### config.mk
export PLATFORM = sky130hd
export DESIGN_NAME = ssegment_scanner_flat
export DESIGN_NICKNAME = d
export VERILOG_FILES = /design/src/rtl/ssegment_scanner_if.sv /design/src/rtl/ssegment_scanner.sv /design/src/flat_wrapper.sv
export SDC_FILE = /design/constraint.sdc
export NUM_CORES = 1
export LEC_CHECK = 0
export CAP_MARGIN = 40
export CORE_MARGIN = 3
export CORE_UTILIZATION = 50
export CTS_CLUSTER_SIZE = 30
export DETAILED_ROUTE_END_ITERATION = 10
export GPL_TIMING_DRIVEN = 0
export PLACE_DENSITY = 0.69
export SYNTH_ARGS = -nofsm -noshare
export SYNTH_HDL_FRONTEND = slang
export SYNTH_SLANG_ARGS = --single-unit
### constraint.sdc
create_clock -name clk -period 5.14 [get_ports clk]
set_input_delay 0.771 -clock clk [delete_from_list [all_inputs] [get_ports clk]]
set_output_delay 0.771 -clock clk [all_outputs]
set_load 0.01 [all_outputs]
### src/rtl/ssegment_scanner_if.sv
// Value/strobe inputs and multiplexed digit outputs of the seven-segment scanner.
interface ssegment_scanner_if #(
    parameter int unsigned DIGITS = 4
);
    logic [4*DIGITS-1:0] value;
    logic                load;
    logic                blank_lz;
    logic [3:0]          digit_val;
    logic                digit_en;
    logic [DIGITS-1:0]   anodes;
    logic                frame_start;

    modport master (
        output value, load, blank_lz,
        input  digit_val, digit_en, anodes, frame_start
    );

    modport slave (
        input  value, load, blank_lz,
        output digit_val, digit_en, anodes, frame_start
    );
endinterface

### src/rtl/ssegment_scanner.sv
// Time-multiplexed seven-segment digit scanner with tear-free (frame-aligned) value
// updates and optional leading-zero blanking. All outputs are registered.
module ssegment_scanner #(
    parameter int unsigned DIGITS        = 4,
    parameter int unsigned REFRESH_DIV   = 50000,
    parameter bit          AN_ACTIVE_LOW = 1'b1
) (
    input  logic              clk,
    input  logic              rst_n,
    ssegment_scanner_if.slave bus
);
    localparam int unsigned VAL_W = 4 * DIGITS;
    localparam int unsigned IDX_W = $clog2(DIGITS);
    localparam int unsigned CNT_W = (REFRESH_DIV > 1) ? $clog2(REFRESH_DIV) : 1;

    localparam logic [CNT_W-1:0]  CNT_LAST = CNT_W'(REFRESH_DIV - 1);
    localparam logic [IDX_W-1:0]  IDX_LAST = IDX_W'(DIGITS - 1);
    localparam logic [DIGITS-1:0] AN_IDLE  = {DIGITS{AN_ACTIVE_LOW}};

    typedef enum logic [0:0] {
        ST_IDLE,
        ST_SCAN
    } state_t;

    state_t            state,         state_n;
    logic [CNT_W-1:0]  cnt,           cnt_n;
    logic [IDX_W-1:0]  idx,           idx_n;
    logic [VAL_W-1:0]  shadow,        shadow_n;
    logic [VAL_W-1:0]  disp,          disp_n;
    logic              pending,       pending_n;
    logic [3:0]        digit_val_q,   digit_val_n;
    logic              digit_en_q,    digit_en_n;
    logic [DIGITS-1:0] anodes_q,      anodes_n;
    logic              frame_start_q, frame_start_n;

    logic              boundary;
    logic              lz;
    logic [DIGITS-1:0] lead_zero;

    // State and output registers
    always_ff @(posedge clk or negedge rst_n) begin
        if (!rst_n) begin
            state         <= ST_IDLE;
            cnt           <= '0;
            idx           <= '0;
            shadow        <= '0;
            disp          <= '0;
            pending       <= 1'b0;
            digit_val_q   <= 4'h0;
            digit_en_q    <= 1'b0;
            anodes_q      <= AN_IDLE;
            frame_start_q <= 1'b0;
        end else begin
            state         <= state_n;
            cnt           <= cnt_n;
            idx           <= idx_n;
            shadow        <= shadow_n;
            disp          <= disp_n;
            pending       <= pending_n;
            digit_val_q   <= digit_val_n;
            digit_en_q    <= digit_en_n;
            anodes_q      <= anodes_n;
            frame_start_q <= frame_start_n;
        end
    end

    // Next-state: scan sequencing, frame-aligned display update, next outputs
    always_comb begin
        state_n       = state;
        cnt_n         = cnt;
        idx_n         = idx;
        shadow_n      = shadow;
        disp_n        = disp;
        pending_n     = pending;
        boundary      = 1'b0;
        lz            = 1'b1;
        lead_zero     = '0;
        digit_val_n   = 4'h0;
        digit_en_n    = 1'b1;
        anodes_n      = AN_IDLE;
        frame_start_n = 1'b0;

        case (state)
            ST_IDLE: begin
                state_n  = ST_SCAN;
                cnt_n    = '0;
                idx_n    = '0;
                boundary = 1'b1;
            end
            ST_SCAN: begin
                if (cnt == CNT_LAST) begin
                    cnt_n = '0;
                    if (idx == IDX_LAST) begin
                        idx_n    = '0;
                        boundary = 1'b1;
                    end else begin
                        idx_n = idx + IDX_W'(1);
                    end
                end else begin
                    cnt_n = cnt + CNT_W'(1);
                end
            end
            default: state_n = ST_IDLE;
        endcase

        if (bus.load) begin
            shadow_n  = bus.value;
            pending_n = 1'b1;
        end

        // A load on the boundary edge itself wins over the older shadow copy
        if (boundary) begin
            if (bus.load) begin
                disp_n    = bus.value;
                pending_n = 1'b0;
            end else if (pending) begin
                disp_n    = shadow;
                pending_n = 1'b0;
            end
        end

        // lead_zero[i]: nibbles i..DIGITS-1 of the next display value are all zero
        for (int i = int'(DIGITS) - 1; i >= 0; i--) begin
            if (disp_n[4*i +: 4] != 4'h0) begin
                lz = 1'b0;
            end
            lead_zero[i] = lz;
        end

        for (int i = 0; i < int'(DIGITS); i++) begin
            if (idx_n == IDX_W'(i)) begin
                digit_val_n = disp_n[4*i +: 4];
                anodes_n[i] = ~AN_ACTIVE_LOW;
                digit_en_n  = !(bus.blank_lz && (i != 0) && lead_zero[i]);
            end
        end

        frame_start_n = boundary;
    end

    assign bus.digit_val   = digit_val_q;
    assign bus.digit_en    = digit_en_q;
    assign bus.anodes      = anodes_q;
    assign bus.frame_start = frame_start_q;

endmodule

### src/flat_wrapper.sv
// flat-port wrapper written by rule: the top's interface ports become plain ports
module ssegment_scanner_flat 
#(
    parameter int unsigned DIGITS        = 4,
    parameter int unsigned REFRESH_DIV   = 50000,
    parameter bit          AN_ACTIVE_LOW = 1'b1
)
  (clk, rst_n, bus_value, bus_load, bus_blank_lz, bus_digit_val, bus_digit_en, bus_anodes, bus_frame_start);
  ssegment_scanner_if #(.DIGITS(DIGITS)) bus_i ();
  input  logic clk;
  input  logic rst_n;
  input wire logic [$bits(bus_i.value)-1:0] bus_value;
  input wire logic [$bits(bus_i.load)-1:0] bus_load;
  input wire logic [$bits(bus_i.blank_lz)-1:0] bus_blank_lz;
  output wire logic [$bits(bus_i.digit_val)-1:0] bus_digit_val;
  output wire logic [$bits(bus_i.digit_en)-1:0] bus_digit_en;
  output wire logic [$bits(bus_i.anodes)-1:0] bus_anodes;
  output wire logic [$bits(bus_i.frame_start)-1:0] bus_frame_start;
  assign bus_i.value = bus_value;
  assign bus_i.load = bus_load;
  assign bus_i.blank_lz = bus_blank_lz;
  assign bus_digit_val = bus_i.digit_val;
  assign bus_digit_en = bus_i.digit_en;
  assign bus_anodes = bus_i.anodes;
  assign bus_frame_start = bus_i.frame_start;
  ssegment_scanner #(.DIGITS(DIGITS), .REFRESH_DIV(REFRESH_DIV), .AN_ACTIVE_LOW(AN_ACTIVE_LOW)) u_core (.clk(clk), .rst_n(rst_n), .bus(bus_i));
endmodule
# After elaboration in Yosys (flattened, before gate mapping)
# Cells that the tools add are included.
# totals
regBits,62
latchBits,0
ramBits,0
mem_bits_ro,0
out_inout_bits,10
word_cells,57
mem_count,0
# op_classes
addsub,2
mul,0
div_mod_pow,0
n_lt_le_gt_ge,0
n_eq_ne,5
shift,0
n_mux,29
bitwise_logic,1
reduce_logical,10
# ops
op,count
two-way mux 16 bit,4
one-hot mux 16 bit (2 select lines),1
"adder 16 x 1 -> 16 bit, second input constant",1
"equality test 16 bit, second input constant",1
two-way mux 1 bit,16
two-way mux 4 bit,4
nonzero test 4 bit,3
"equality test 2 bit, second input constant",3
two-way mux 2 bit,2
one-hot mux 2 bit (2 select lines),1
logical AND 1 bit,3
zero test 1 bit,3
"adder 2 x 1 -> 2 bit, second input constant",1
"equality test 2 x 1 -> 1 bit, second input constant",1
zero test 2 bit,1
one-hot mux 1 bit (2 select lines),1
inverter 1 bit,1

# Depth between registers and ports, before layout
# Gate-level depths: netlist (run 1).
# depth
ltp_word,14
depth_mapped,9

# Worst setup path before layout (run 1)
# OpenSTA, ideal clock, no wires.
# synth_timing
kind,reg-to-reg
startpoint,register u_core.cnt[4]
endpoint,register u_core.digit_val_q[2] (netlist: u_core.bus.digit_val[2])
arrival_ps,2462
slack_ps,2584
path_stages_with_launch,9
cell_sequence,dfrtp_1 or4b_1 or4b_1 buf_2 mux2i_1 or2b_2 buf_12 mux2i_1 a211oi_1
# synth_via
elab_chain_cells,8
word_cells_on_any_way,14
classes_between,4 x eq/ne; 9 x mux; 1 x reduce/logical
# synth_lines
item,line_no,source
start: declaration,ssegment_scanner.sv:26,"logic [CNT_W-1:0] cnt, cnt_n;"
start signal: assignment,ssegment_scanner.sv:55,cnt <= cnt_n;
equality test 16 bit *,ssegment_scanner.sv:91,if (cnt == CNT_LAST) begin
two-way mux 1 bit or two-way mux 2 bit (tied branches),ssegment_scanner.sv:91,
one-hot mux 1 bit (2 select lines) or one-hot mux 2 bit (2 select lines) (tied branches),ssegment_scanner.sv:83,case (state)
two-way mux 16 bit or zero test 2 bit (tied branches),"ssegment_scanner.sv:112, ssegment_scanner.sv:131",
two-way mux 4 bit (3 in a row),ssegment_scanner.sv:131,if (idx_n == IDX_W'(i)) begin
two-way mux 4 bit *,ssegment_scanner.sv:131,
net u_core.digit_val_n[2],ssegment_scanner.sv:31,"logic [3:0] digit_val_q, digit_val_n;"
end signal: assignment,ssegment_scanner.sv:60,digit_val_q <= digit_val_n;
end: declaration,ssegment_scanner.sv:31,
# Mark *: on every way through the listed nets, which the timed path passes. The rest lies on a longest branch.
# A chain may end at the register's enable or synchronous reset.

# Final worst setup path (run 1)
# layout_timing
startpoint,register u_core.cnt[5]
endpoint,register u_core.digit_val_q[0] (netlist: u_core.bus.digit_val[0])
# The elaborated chain is that of the path after synthesis.

==> results by group, run 1 <==
Run status
  • Status: finished clean

Detailed routing
  • Vias per cell: 5.08
  • Drt drc: 0
  • Iteration-0 DRC count of the detailed router: 70
  • Total length of routed wires: 4.78 mm
  • Top Layer Used: met4
  • Routed length on met2: 2.04 mm
  • Post-route met1 wirelength: 2.48 mm
  • Post-DR wirelength/cell: 14.4 um
  • Total iterations of the first detailed-routing run: 4
  • Detail Route met3 WL: 210 um
  • Number of nets with antenna violations after detailed routing: 0
  • Total vias in the final route: 1,680

Floorplan
  • Die Height: 79.0 um
  • Number of placement rows: 25
  • Die width: 79.0 um
  • Standard cell core area: 4940 um^2
  • Number of I/O pins: 30
  • Starting density of the core: 53.9%
  • Die area: 6240 um^2

Finish
  • Share of final-layout standard cells stronger than drive strength 1: 22.0%
  • Register area: 1560 um^2
  • Filler instances: 414
  • Layout net count: 281
  • Final std cell area, no fill: 3260 um^2
  • Utilization after layout: 66.1%
  • Synth-to-layout area growth: 22.6%
  • Total area of multi-input combinational cells: 1020 um^2
  • Finished Layout Cells: 331
  • Count of inserted antenna diode cells: 0

STA
  • Max-slew violation count: 0
  • Relative max-transition margin: 48.9%
  • Post-route setup TNS: 0 ns
  • Max frequency: 0.356 GHz
  • Worst-Margin Slew: 0.767 ns
  • Post-route worst hold slack: 0.463 ns
  • Setup repair after global routing missed its margin: false
  • Post-layout minimum cycle time: 2.81 ns
  • Hold violation count in the final report: 0
  • Worst setup slack after layout: 2.33 ns
  • Maximum clock skew at final layout: 0.00982 ns
  • Final period util: 54.7%
  • Number of setup violations in the final report: 0

Power and ir drop
  • Maximum VDD drop: 235 uV
  • Register share of total power: 48.1%
  • Leakage: 1.45 nW
  • Internal power: 0.873 mW
  • Switching pwr: 0.269 mW
  • Logic gate share of total power: 11.3%
  • PwrDens: 350 nW/um^2
  • PnR Total Power: 1.14 mW
  • Clock network fraction of design power: 40.6%
  • Switching share of power: 23.5%

GRT
  • Initial antenna violation count: 0
  • Number of global-route vias before repair: 1,665
  • Largest net degree at the start of global routing: 36
  • Global-route wire length before repair: 8.18 mm
  • Tot GR Track Use: 17.3%
  • Total gr overflow: 0

Clock tree
  • Worst-case clock buffer depth: 2
  • Number of clock sinks: 62
  • Cts-stage hold buffer count: 0
  • Clock buffer count from CTS: 9
  • Clock Pin Slew Worst Setup and Hold Paths: 0.07 ns
  • Total of cells resized after clock tree synthesis: 0
  • TritonCTS clock tree: done
  • Post-CTS setup buffer count: 0
  • Root Buffer: sky130_fd_sc_hd__clkbuf_8
  • Deepest level of the CTS H-tree: 3
  • Worst-skew pair later-pin latency: 0.33 ns

Worst setup path
  • CP Cell Sequence: or4b_1, or4b_1, buf_2, mux2i_1, or2b_2, buf_12, mux2i_1, a211oi_1
  • Worst path required time: 5.36 ns
  • Worst Path Max Fanout: 10
  • Category of the critical setup timing path: reg2reg
  • Maximum cell stage delay along the critical path: 0.53 ns
  • Critical path's slowest cell: sky130_fd_sc_hd__or4b_1
  • Arrival time reported for the critical path endpoint: 3.03 ns
  • Crit. End Element: flop
  • Critical path launch point type: flop

Synth
  • Cell count after synthesis: 219
  • Fraction of post-synthesis cell area in the top cell type by area: 54.5%
  • Leading cell types by count after synthesis: 58 x sky130_fd_sc_hd__dfrtp_1, 28 x sky130_fd_sc_hd__mux2_2, 19 x sky130_fd_sc_hd__nor2_1
  • Main synth FF type: sky130_fd_sc_hd__dfrtp_1
  • Count of different cell masters after synthesis: 36
  • Yosys warning total: 0
  • Cell taking the most area after synthesis: sky130_fd_sc_hd__dfrtp_1
  • Post-Synthesis Cell Area: 2660 um^2
  • Most used standard cell by instance count after synthesis: sky130_fd_sc_hd__dfrtp_1
  • Largest cells by area after synthesis: sky130_fd_sc_hd__dfrtp_1 55%, sky130_fd_sc_hd__mux2_2 12%, sky130_fd_sc_hd__dfstp_2 3.9%
  • Syn_nets: 241
  • Synthesized area divided by synthesized cell count: 12.2 um^2
  • Flops & latches, synth: 62
  • Proportion of synthesized chip area in sequential cells: 58.5%
  • Proportion of register bits with asynchronous set or reset after synthesis: 100%
  • Count of flip-flops with a built-in enable after synthesis: 0

Placement
  • Count of buffers inserted at the top-level ports: 28
  • Placed Instances: 315
  • Placed cell areas: 3040 um^2
  • DP HPWL: 3.41 mm
  • GP Congestion: 0.767
  • Worst-case setup slack after placement: 2.31 ns

Flow run
  • Maximum capacitance violations: 0

Min path
  • Tightest Hold Check Type: reg2reg
[state kept, by name (all words and copies together) (netlist names)]
name,flops
u_core.disp,16
u_core.idx,2
u_core.bus.frame_start,1
u_core.bus.digit_val,4
u_core.cnt,16
u_core.shadow,16
u_core.bus.anodes,4
u_core.bus.digit_en,1
u_core.pending,1
u_core.state,1
[cell usage in the layout (no fill, tap or decap), types with 3 or more instances in the layout]
master and instances:
sky130_fd_sc_hd__dfrtp_1 58, sky130_fd_sc_hd__mux2_2 28, sky130_fd_sc_hd__clkdlybuf4s50_1 27, sky130_fd_sc_hd__nor2_1 19, sky130_fd_sc_hd__nand3_1 16, sky130_fd_sc_hd__and3_1 10
sky130_fd_sc_hd__nor3_1 9, sky130_fd_sc_hd__clkbuf_8 9, sky130_fd_sc_hd__mux2i_1 7, sky130_fd_sc_hd__xnor2_1 7, sky130_fd_sc_hd__inv_1 6, sky130_fd_sc_hd__nand2_1 6
sky130_fd_sc_hd__xor2_1 6, sky130_fd_sc_hd__clkbuf_1 5, sky130_fd_sc_hd__buf_2 4, sky130_fd_sc_hd__o21ai_0 4, sky130_fd_sc_hd__a211oi_1 4, sky130_fd_sc_hd__clkinvlp_4 4
sky130_fd_sc_hd__dfstp_2 4, sky130_fd_sc_hd__or4b_1 3, sky130_fd_sc_hd__nor4_1 3
[final timing paths]
kind	slack [ns]	endpoint	start	depth (start not counted)
min	0.46	u_core.cnt[0]	u_core.cnt[0]	1
min reg2reg	0.46	u_core.cnt[0]	u_core.cnt[0]	1
max reg2reg	2.33	u_core.bus.digit_val[0]	u_core.cnt[5]	8
max in group asynchronous	3.95	u_core.bus.anodes[1]	rst_n	2
max	2.33	u_core.bus.digit_val[0]	u_core.cnt[5]	8
min in group asynchronous	0.51	u_core.shadow[7]	rst_n	1
[critical path, delay by kind of cell (launching register included)]
kind,cells,cell delay (ns)
mux,2,0.23
buf+inv,2,0.32
simple gates,3,1.39
flops,1,0.42
compound gates,1,0.33
[final cells by class]
cell class	count	share of cell area [%]
tap	67	2.57
clock buffer	9	3.79
clock inverter	7	3.03
sequential	62	47.7
multi-input combinational	140	31.2
timing repair buffer	29	9.05
inverter	7	0.805
buffer	10	1.88
[metal layers]
metal  GRT usage (%)  vias up
met4            4.64        0
li1                -      850
met1            25.1      798
met2            24.4       27
met5               0        -
met3            6.46        5
[kinds of logic after synthesis]
group / synth area share [%]
simple gates: 14.3
flops: 58.5
mux: 14.5
buf+inv: 3.29
compound gates: 4.09
xor+xnor: 4.28
fa+ha+maj: 0.940
other cells: 0.141
[power groups by stage]
stage,clock network [mW],logic (mW),registers (mW)
6_report,0.464,0.129,0.549
5_1_grt,0.503,0.143,0.553
4_1_cts,0.475,0.131,0.549
3_5_place_dp,0,0.130,0.559
3_3_place_gp,0,0.127,0.557
2_1_floorplan,0,0.0709,0.557
Note: power is estimated with default switching activity, not from simulation.
==> run 2: changes to the inputs <==
- clock period: 5.14 -> 2.8 ns (I/O delays scaled with it)
==> run 2 against run 1 <==
  * Worst setup slack worse by 2.2 ns
  * Clock skew about the same
  * Sequential cell count unchanged
  * Non-clock buffer count increased by 1
  * Die area is the same
  * Fmax is 4.5% higher
  * Design area rose by 0.61%
  * Cell count up 0.30%
  * Count of clock-buffer cells in the layout did not move
  * Largest power group unchanged
==> results by group, run 2 (synthesized netlist as in run 1, its figures left out) <==
Clock tree
  • TritonCTS clock tree: done
  • Worst-case clock buffer depth: 2
  • Deepest level of the CTS H-tree: 3
  • Number of clock sinks: 62
  • Clock buffer count from CTS: 9
  • Root Buffer: sky130_fd_sc_hd__clkbuf_8
  • Clock Pin Slew Worst Setup and Hold Paths: 0.07 ns
  • Worst-skew pair later-pin latency: 0.33 ns

Placement
  • Placed cell areas: 3040 um^2
  • Worst-case setup slack after placement: 0.0135 ns
  • GP Congestion: 0.767
  • Placed Instances: 315
  • DP HPWL: 3.41 mm
  • Count of buffers inserted at the top-level ports: 28

Worst setup path
  • Worst r2r path cells: 8
  • Capturing instance or port of the critical path: u_core.bus.digit_en
  • Instance count on the critical path: 8
  • Arrival time reported for the critical path endpoint: 2.88 ns
  • FF-to-FF End: u_core.bus.digit_en
  • Worst path required time: 2.99 ns
  • Crit. End Element: flop
  • Critical path's slowest cell: sky130_fd_sc_hd__or4b_1
  • WP buf/inv: 2
  • Launching element of the worst setup path: u_core.cnt[4]
  • CP Cell Sequence: or4b_1, o41a_1, inv_2, o21ai_2, buf_2, mux2i_1, nor4b_1, o211ai_1
  • Critical path launch point type: flop
  • Launching point of the worst reg2reg path: u_core.cnt[4]
  • Worst Path Max Fanout: 10
  • Category of the critical setup timing path: reg2reg
  • Internal reg-to-reg setup slack: 0.11 ns
  • Maximum cell stage delay along the critical path: 0.55 ns
  • Worst path top cell family by delay: simple AND/OR/NAND/NOR gates

STA
  • Post-layout minimum cycle time: 2.69 ns
  • Relative max-transition margin: 48.6%
  • Max-slew violation count: 0
  • Final period util: 96.0%
  • Worst-Margin Slew: 0.772 ns
  • Maximum clock skew at final layout: 0.00990 ns
  • Hold violation count in the final report: 0
  • Setup repair after global routing missed its margin: false
  • Max frequency: 0.372 GHz
  • Post-route worst hold slack: 0.164 ns
  • Worst setup slack after layout: 0.112 ns
  • Number of setup violations in the final report: 0
  • Post-route setup TNS: 0 ns

Finish
  • Share of final-layout standard cells stronger than drive strength 1: 23.4%
  • Synth-to-layout area growth: 23.4%
  • Final std cell area, no fill: 3280 um^2
  • Finished Layout Cells: 332
  • Register area: 1560 um^2
  • Count of inserted antenna diode cells: 0
  • Utilization after layout: 66.5%
  • Registers with the most flip-flops: u_core.cnt (16), u_core.disp (16), u_core.shadow (16)
  • Most frequent standard cell in the layout excluding fill and tap cells: sky130_fd_sc_hd__dfrtp_1
  • Layout net count: 282
  • Most frequent cells in the layout: 58 x sky130_fd_sc_hd__dfrtp_1, 28 x sky130_fd_sc_hd__mux2_2, 27 x sky130_fd_sc_hd__clkdlybuf4s50_1, 19 x sky130_fd_sc_hd__nor2_1, 16 x sky130_fd_sc_hd__nand3_1
  • Filler instances: 412
  • Total area of multi-input combinational cells: 1030 um^2

Floorplan
  • Die Height: 79.0 um
  • Number of I/O pins: 30
  • Number of placement rows: 25
  • Die area: 6240 um^2
  • Die width: 79.0 um
  • Standard cell core area: 4940 um^2
  • Starting density of the core: 53.9%

Detailed routing
  • Total iterations of the first detailed-routing run: 4
  • Post-DR wirelength/cell: 14.6 um
  • Vias per cell: 5.14
  • Total vias in the final route: 1,707
  • Number of nets with antenna violations after detailed routing: 0
  • Total length of routed wires: 4.83 mm
  • Iteration-0 DRC count of the detailed router: 96
  • Drt drc: 0

GRT
  • Number of global-route vias before repair: 1,671
  • Global-route wire length before repair: 8.20 mm
  • Initial antenna violation count: 0
  • Total gr overflow: 0
  • Largest net degree at the start of global routing: 36
  • Tot GR Track Use: 17.3%

Power and ir drop
  • Clock network fraction of design power: 40.6%
  • Switching pwr: 0.494 mW
  • Leakage: 1.45 nW
  • PwrDens: 639 nW/um^2
  • Logic gate share of total power: 11.4%
  • Internal power: 1.61 mW
  • Register share of total power: 48.0%
  • PnR Total Power: 2.10 mW
  • Maximum VDD drop: 441 uV
  • Switching share of power: 23.5%

Run status
  • Status: finished clean

Flow run
  • Maximum capacitance violations: 0

Min path
  • Tightest Hold Check Type: in2async
==> run 2: changes by cell type in the layout (fill, tap and decap cells not counted) <==
| cell | previous run | this run |
|---|---|---|
| sky130_fd_sc_hd__a211oi_1 | 4 | 2 |
| sky130_fd_sc_hd__buf_4 | 1 | 2 |
| sky130_fd_sc_hd__inv_1 | 6 | 5 |
| sky130_fd_sc_hd__or2b_4 | 0 | 1 |
| sky130_fd_sc_hd__a211oi_2 | 0 | 2 |
| sky130_fd_sc_hd__or2b_2 | 1 | 0 |
| sky130_fd_sc_hd__inv_2 | 1 | 2 |
==> run 2: layout make-up <==
type	count	share of cell area, %
plain buffers	10	1.87
clock buffers	9	3.77
well taps	67	2.55
multi-input cells	140	31.4
flip-flops and latches	62	47.4
clock inverters	7	3.01
inverters	7	0.800
repair buffers	30	9.22
==> run 2: worst min-delay path by stage <==
stage | end | start | cells past startpoint
floorplan | u_core.bus.digit_en | rst_n | 0
detailed placement | u_core.cnt[0] | u_core.cnt[0] | 1
global route | u_core.cnt[3] | rst_n | 1
CTS | u_core.cnt[15] | rst_n | 1
finish | u_core.shadow[7] | rst_n | 1
global placement | u_core.cnt[0] | u_core.cnt[0] | 1
==> run 2: worst register-to-register path, cell delays in order (launching register included) <==
cell                       delay [ns]
sky130_fd_sc_hd__dfrtp_1         0.41
sky130_fd_sc_hd__or4b_1          0.55
sky130_fd_sc_hd__o41a_1          0.51
sky130_fd_sc_hd__inv_2           0.09
sky130_fd_sc_hd__o21ai_2         0.12
sky130_fd_sc_hd__buf_2           0.24
sky130_fd_sc_hd__mux2i_1         0.17
sky130_fd_sc_hd__nor4b_1         0.29
sky130_fd_sc_hd__o211ai_1        0.17
==> run 2: metal layers <==
metal / GRT usage, % / share of wire [%]
met4: 4.64 / 0.75
met3: 6.46 / 4.4
met1: 25.2 / 51
met5: 0 / 0
met2: 24.4 / 43
==> run 2: repair_timing <==
item / in CTS / in global routing
buffers inserted: 0 / 1
pin swaps: 0 / 2
gates resized for setup: 1 / 3
hold buffers: 0 / 0
setup endpoints to repair: 1 / 5
==> run 2: power by group through the flow <==
| stage | registers, mW | logic (mW) | clock network [mW] |
|---|---|---|---|
| floorplan | 1.02 | 0.130 | 0 |
| global placement | 1.02 | 0.232 | 0 |
| detailed placement | 1.03 | 0.239 | 0 |
| CTS | 1.01 | 0.242 | 0.872 |
| global route | 1.02 | 0.265 | 0.923 |
| finish | 1.01 | 0.240 | 0.852 |
==> run 3: changes to the inputs <==
- CORE_UTILIZATION: 50 -> 27
- PLACE_DENSITY: 0.69 -> 0.41
==> run 3 against run 2 <==
  * Clock power rose by 17%
  * Fmax is 0.54% lower
  * Via count shrank 0.12%
  * Wire length up 18%
  * Sequential power is essentially flat
  * Global-route usage shrank 5.8 points
  * Register-to-register slack is essentially flat
  * Die area increased by 78%
  * Total power up 7.1%
  * Non-clock buffer count fell by 3
  * Sequential cell count unchanged
  * Worst setup slack worse by 0.015 ns
==> results by group, run 3 (synthesized netlist as in run 1, its figures left out) <==
STA
  • Max frequency: 0.370 GHz
  • Hold violation count in the final report: 0
  • Relative max-transition margin: 47.5%
  • Post-route setup TNS: 0 ns
  • Max-slew violation count: 0
  • Final period util: 96.5%
  • Worst setup slack after layout: 0.0969 ns
  • Post-layout minimum cycle time: 2.70 ns
  • Setup repair after global routing missed its margin: false
  • Worst-Margin Slew: 0.788 ns
  • Maximum clock skew at final layout: 0.00596 ns
  • Number of setup violations in the final report: 0
  • Post-route worst hold slack: 0.158 ns

Placement
  • Count of buffers inserted at the top-level ports: 28
  • GP Congestion: 0.699
  • Placed Instances: 376
  • Worst-case setup slack after placement: -0.107 ns
  • DP HPWL: 3.86 mm

Clock tree
  • Post-CTS setup buffer count: 0
  • TritonCTS clock tree: done
  • Worst-case clock buffer depth: 2
  • Deepest level of the CTS H-tree: 3
  • Clock Pin Slew Worst Setup and Hold Paths: 0.07 ns
  • Number of clock sinks: 62
  • Worst-skew pair later-pin latency: 0.34 ns
  • Clock buffer count from CTS: 9
  • Cts-stage hold buffer count: 0
  • Root Buffer: sky130_fd_sc_hd__clkbuf_8

Detailed routing
  • Detail Route met3 WL: 227 um
  • Iteration-0 DRC count of the detailed router: 58
  • Post-DR wirelength/cell: 14.5 um
  • Number of nets with antenna violations after detailed routing: 0
  • Routed length on met2: 2.41 mm
  • Total iterations of the first detailed-routing run: 3
  • Post-route met1 wirelength: 2.97 mm
  • Total length of routed wires: 5.69 mm
  • Vias per cell: 4.36
  • Drt drc: 0
  • Total vias in the final route: 1,705
  • Top Layer Used: met4

Worst setup path
  • Arrival time reported for the critical path endpoint: 2.96 ns
  • Worst path required time: 3.05 ns
  • Launching point of the worst reg2reg path: u_core.cnt[4]
  • Internal reg-to-reg setup slack: 0.1 ns
  • Category of the critical setup timing path: reg2reg
  • Worst r2r path cells: 8
  • Worst Path Max Fanout: 10
  • FF-to-FF End: u_core.bus.digit_val[0]
  • Critical path launch point type: flop
  • Crit. End Element: flop

Power and ir drop
  • Leakage: 1.45 nW
  • Maximum VDD drop: 256 uV
  • PwrDens: 666 nW/um^2

Finish
  • Utilization after layout: 35.9%
  • Count of inserted antenna diode cells: 0
  • Most frequent standard cell in the layout excluding fill and tap cells: sky130_fd_sc_hd__dfrtp_1
  • Registers with the most flip-flops: u_core.cnt (16), u_core.disp (16), u_core.shadow (16)
  • Most frequent cells in the layout: 58 x sky130_fd_sc_hd__dfrtp_1, 28 x sky130_fd_sc_hd__mux2_2, 27 x sky130_fd_sc_hd__clkdlybuf4s50_1, 19 x sky130_fd_sc_hd__nor2_1, 16 x sky130_fd_sc_hd__nand3_1
  • Finished Layout Cells: 391
  • Share of final-layout standard cells stronger than drive strength 1: 22.5%
  • Filler instances: 973
  • Synth-to-layout area growth: 26.8%
  • Layout net count: 279

GRT
  • Total gr overflow: 0
  • Initial antenna violation count: 0
  • Number of global-route vias before repair: 1,801
  • Tot GR Track Use: 11.5%
  • Global-route wire length before repair: 9.81 mm
  • Largest net degree at the start of global routing: 63

Min path
  • Tightest Hold Check Type: in2async

Floorplan
  • Die width: 105 um
  • Die area: 11,100 um^2
  • Standard cell core area: 9420 um^2
  • Starting density of the core: 28.3%
  • Number of I/O pins: 30
  • Number of placement rows: 35
  • Die Height: 105 um

Run status
  • Status: finished clean

Flow run
  • Maximum capacitance violations: 0
==> run 3: changes by cell type in the layout (fill, tap and decap cells not counted), sizes merged <==
cell,delta
buf,-3
bufinv,+1
clkbuf,+2
clkinv,-1
clkinvlp,-1
inv,-1
==> run 3: area by class of cell <==
cell class | count | area [um^2] | share of cell area, %
sequential | 62 | 1560 | 46.1
multi-input combinational | 140 | 1040 | 30.8
timing repair buffer | 28 | 278 | 8.23
tap | 129 | 161 | 4.78
clock buffer | 11 | 151 | 4.48
clock inverter | 5 | 105 | 3.11
buffer | 9 | 56.3 | 1.67
inverter | 7 | 30.0 | 0.889
==> run 3: worst max path at each step <==
stage,end,start,cells past startpoint,slack [ns]
floorplan,u_core.bus.digit_val[2],u_core.cnt[4],8,0.24
global placement,u_core.shadow[1],rst_n,1,-0.90
detailed placement,u_core.bus.digit_val[3],u_core.cnt[4],8,-0.11
CTS,u_core.bus.digit_val[3],u_core.cnt[4],8,0.05
global route,u_core.bus.digit_val[1],u_core.cnt[4],8,0.02
finish,u_core.bus.digit_val[0],u_core.cnt[4],8,0.1
==> run 3: metal layers <==
metal  vias to the layer above  track usage, %
met5                         -               0
met3                         6            5.08
met1                       829            16.5
li1                        843               -
met4                         0            3.09
met2                        27            15.7
==> run 3: worst max-delay path: stages (launching register included) <==
cell and delay, ns:
sky130_fd_sc_hd__dfrtp_1 0.42, sky130_fd_sc_hd__or4b_1 0.55, sky130_fd_sc_hd__or4b_1 0.53, sky130_fd_sc_hd__buf_2 0.17, sky130_fd_sc_hd__mux2i_1 0.12, sky130_fd_sc_hd__or2b_4 0.29
sky130_fd_sc_hd__buf_12 0.15, sky130_fd_sc_hd__mux2i_1 0.13, sky130_fd_sc_hd__a211oi_2 0.25
==> run 3: stage by stage <==
stage | total power, mW | area (um^2)
after global placement | 1.27 | 3100
after CTS | 2.30 | 3370
after global routing | 2.38 | 3380
after floorplan | 1.15 | 2660
final | 2.25 | 3380
after detailed placement | 1.27 | 3100
==> run 3: power breakdown <==
| part | total, mW | switching, mW | internal, mW |
|---|---|---|---|
| registers | 1.01 | 0.0297 | 0.977 |
| logic | 0.240 | 0.116 | 0.124 |
| clock network | 1.00 | 0.362 | 0.640 |
==> run 3: timing repair <==
| action | 4_1_cts | 5_1_grt |
|---|---|---|
| setup endpoints to repair | 2 | 3 |
| gates resized for setup | 4 | 1 |
| pin swaps | 0 | 0 |
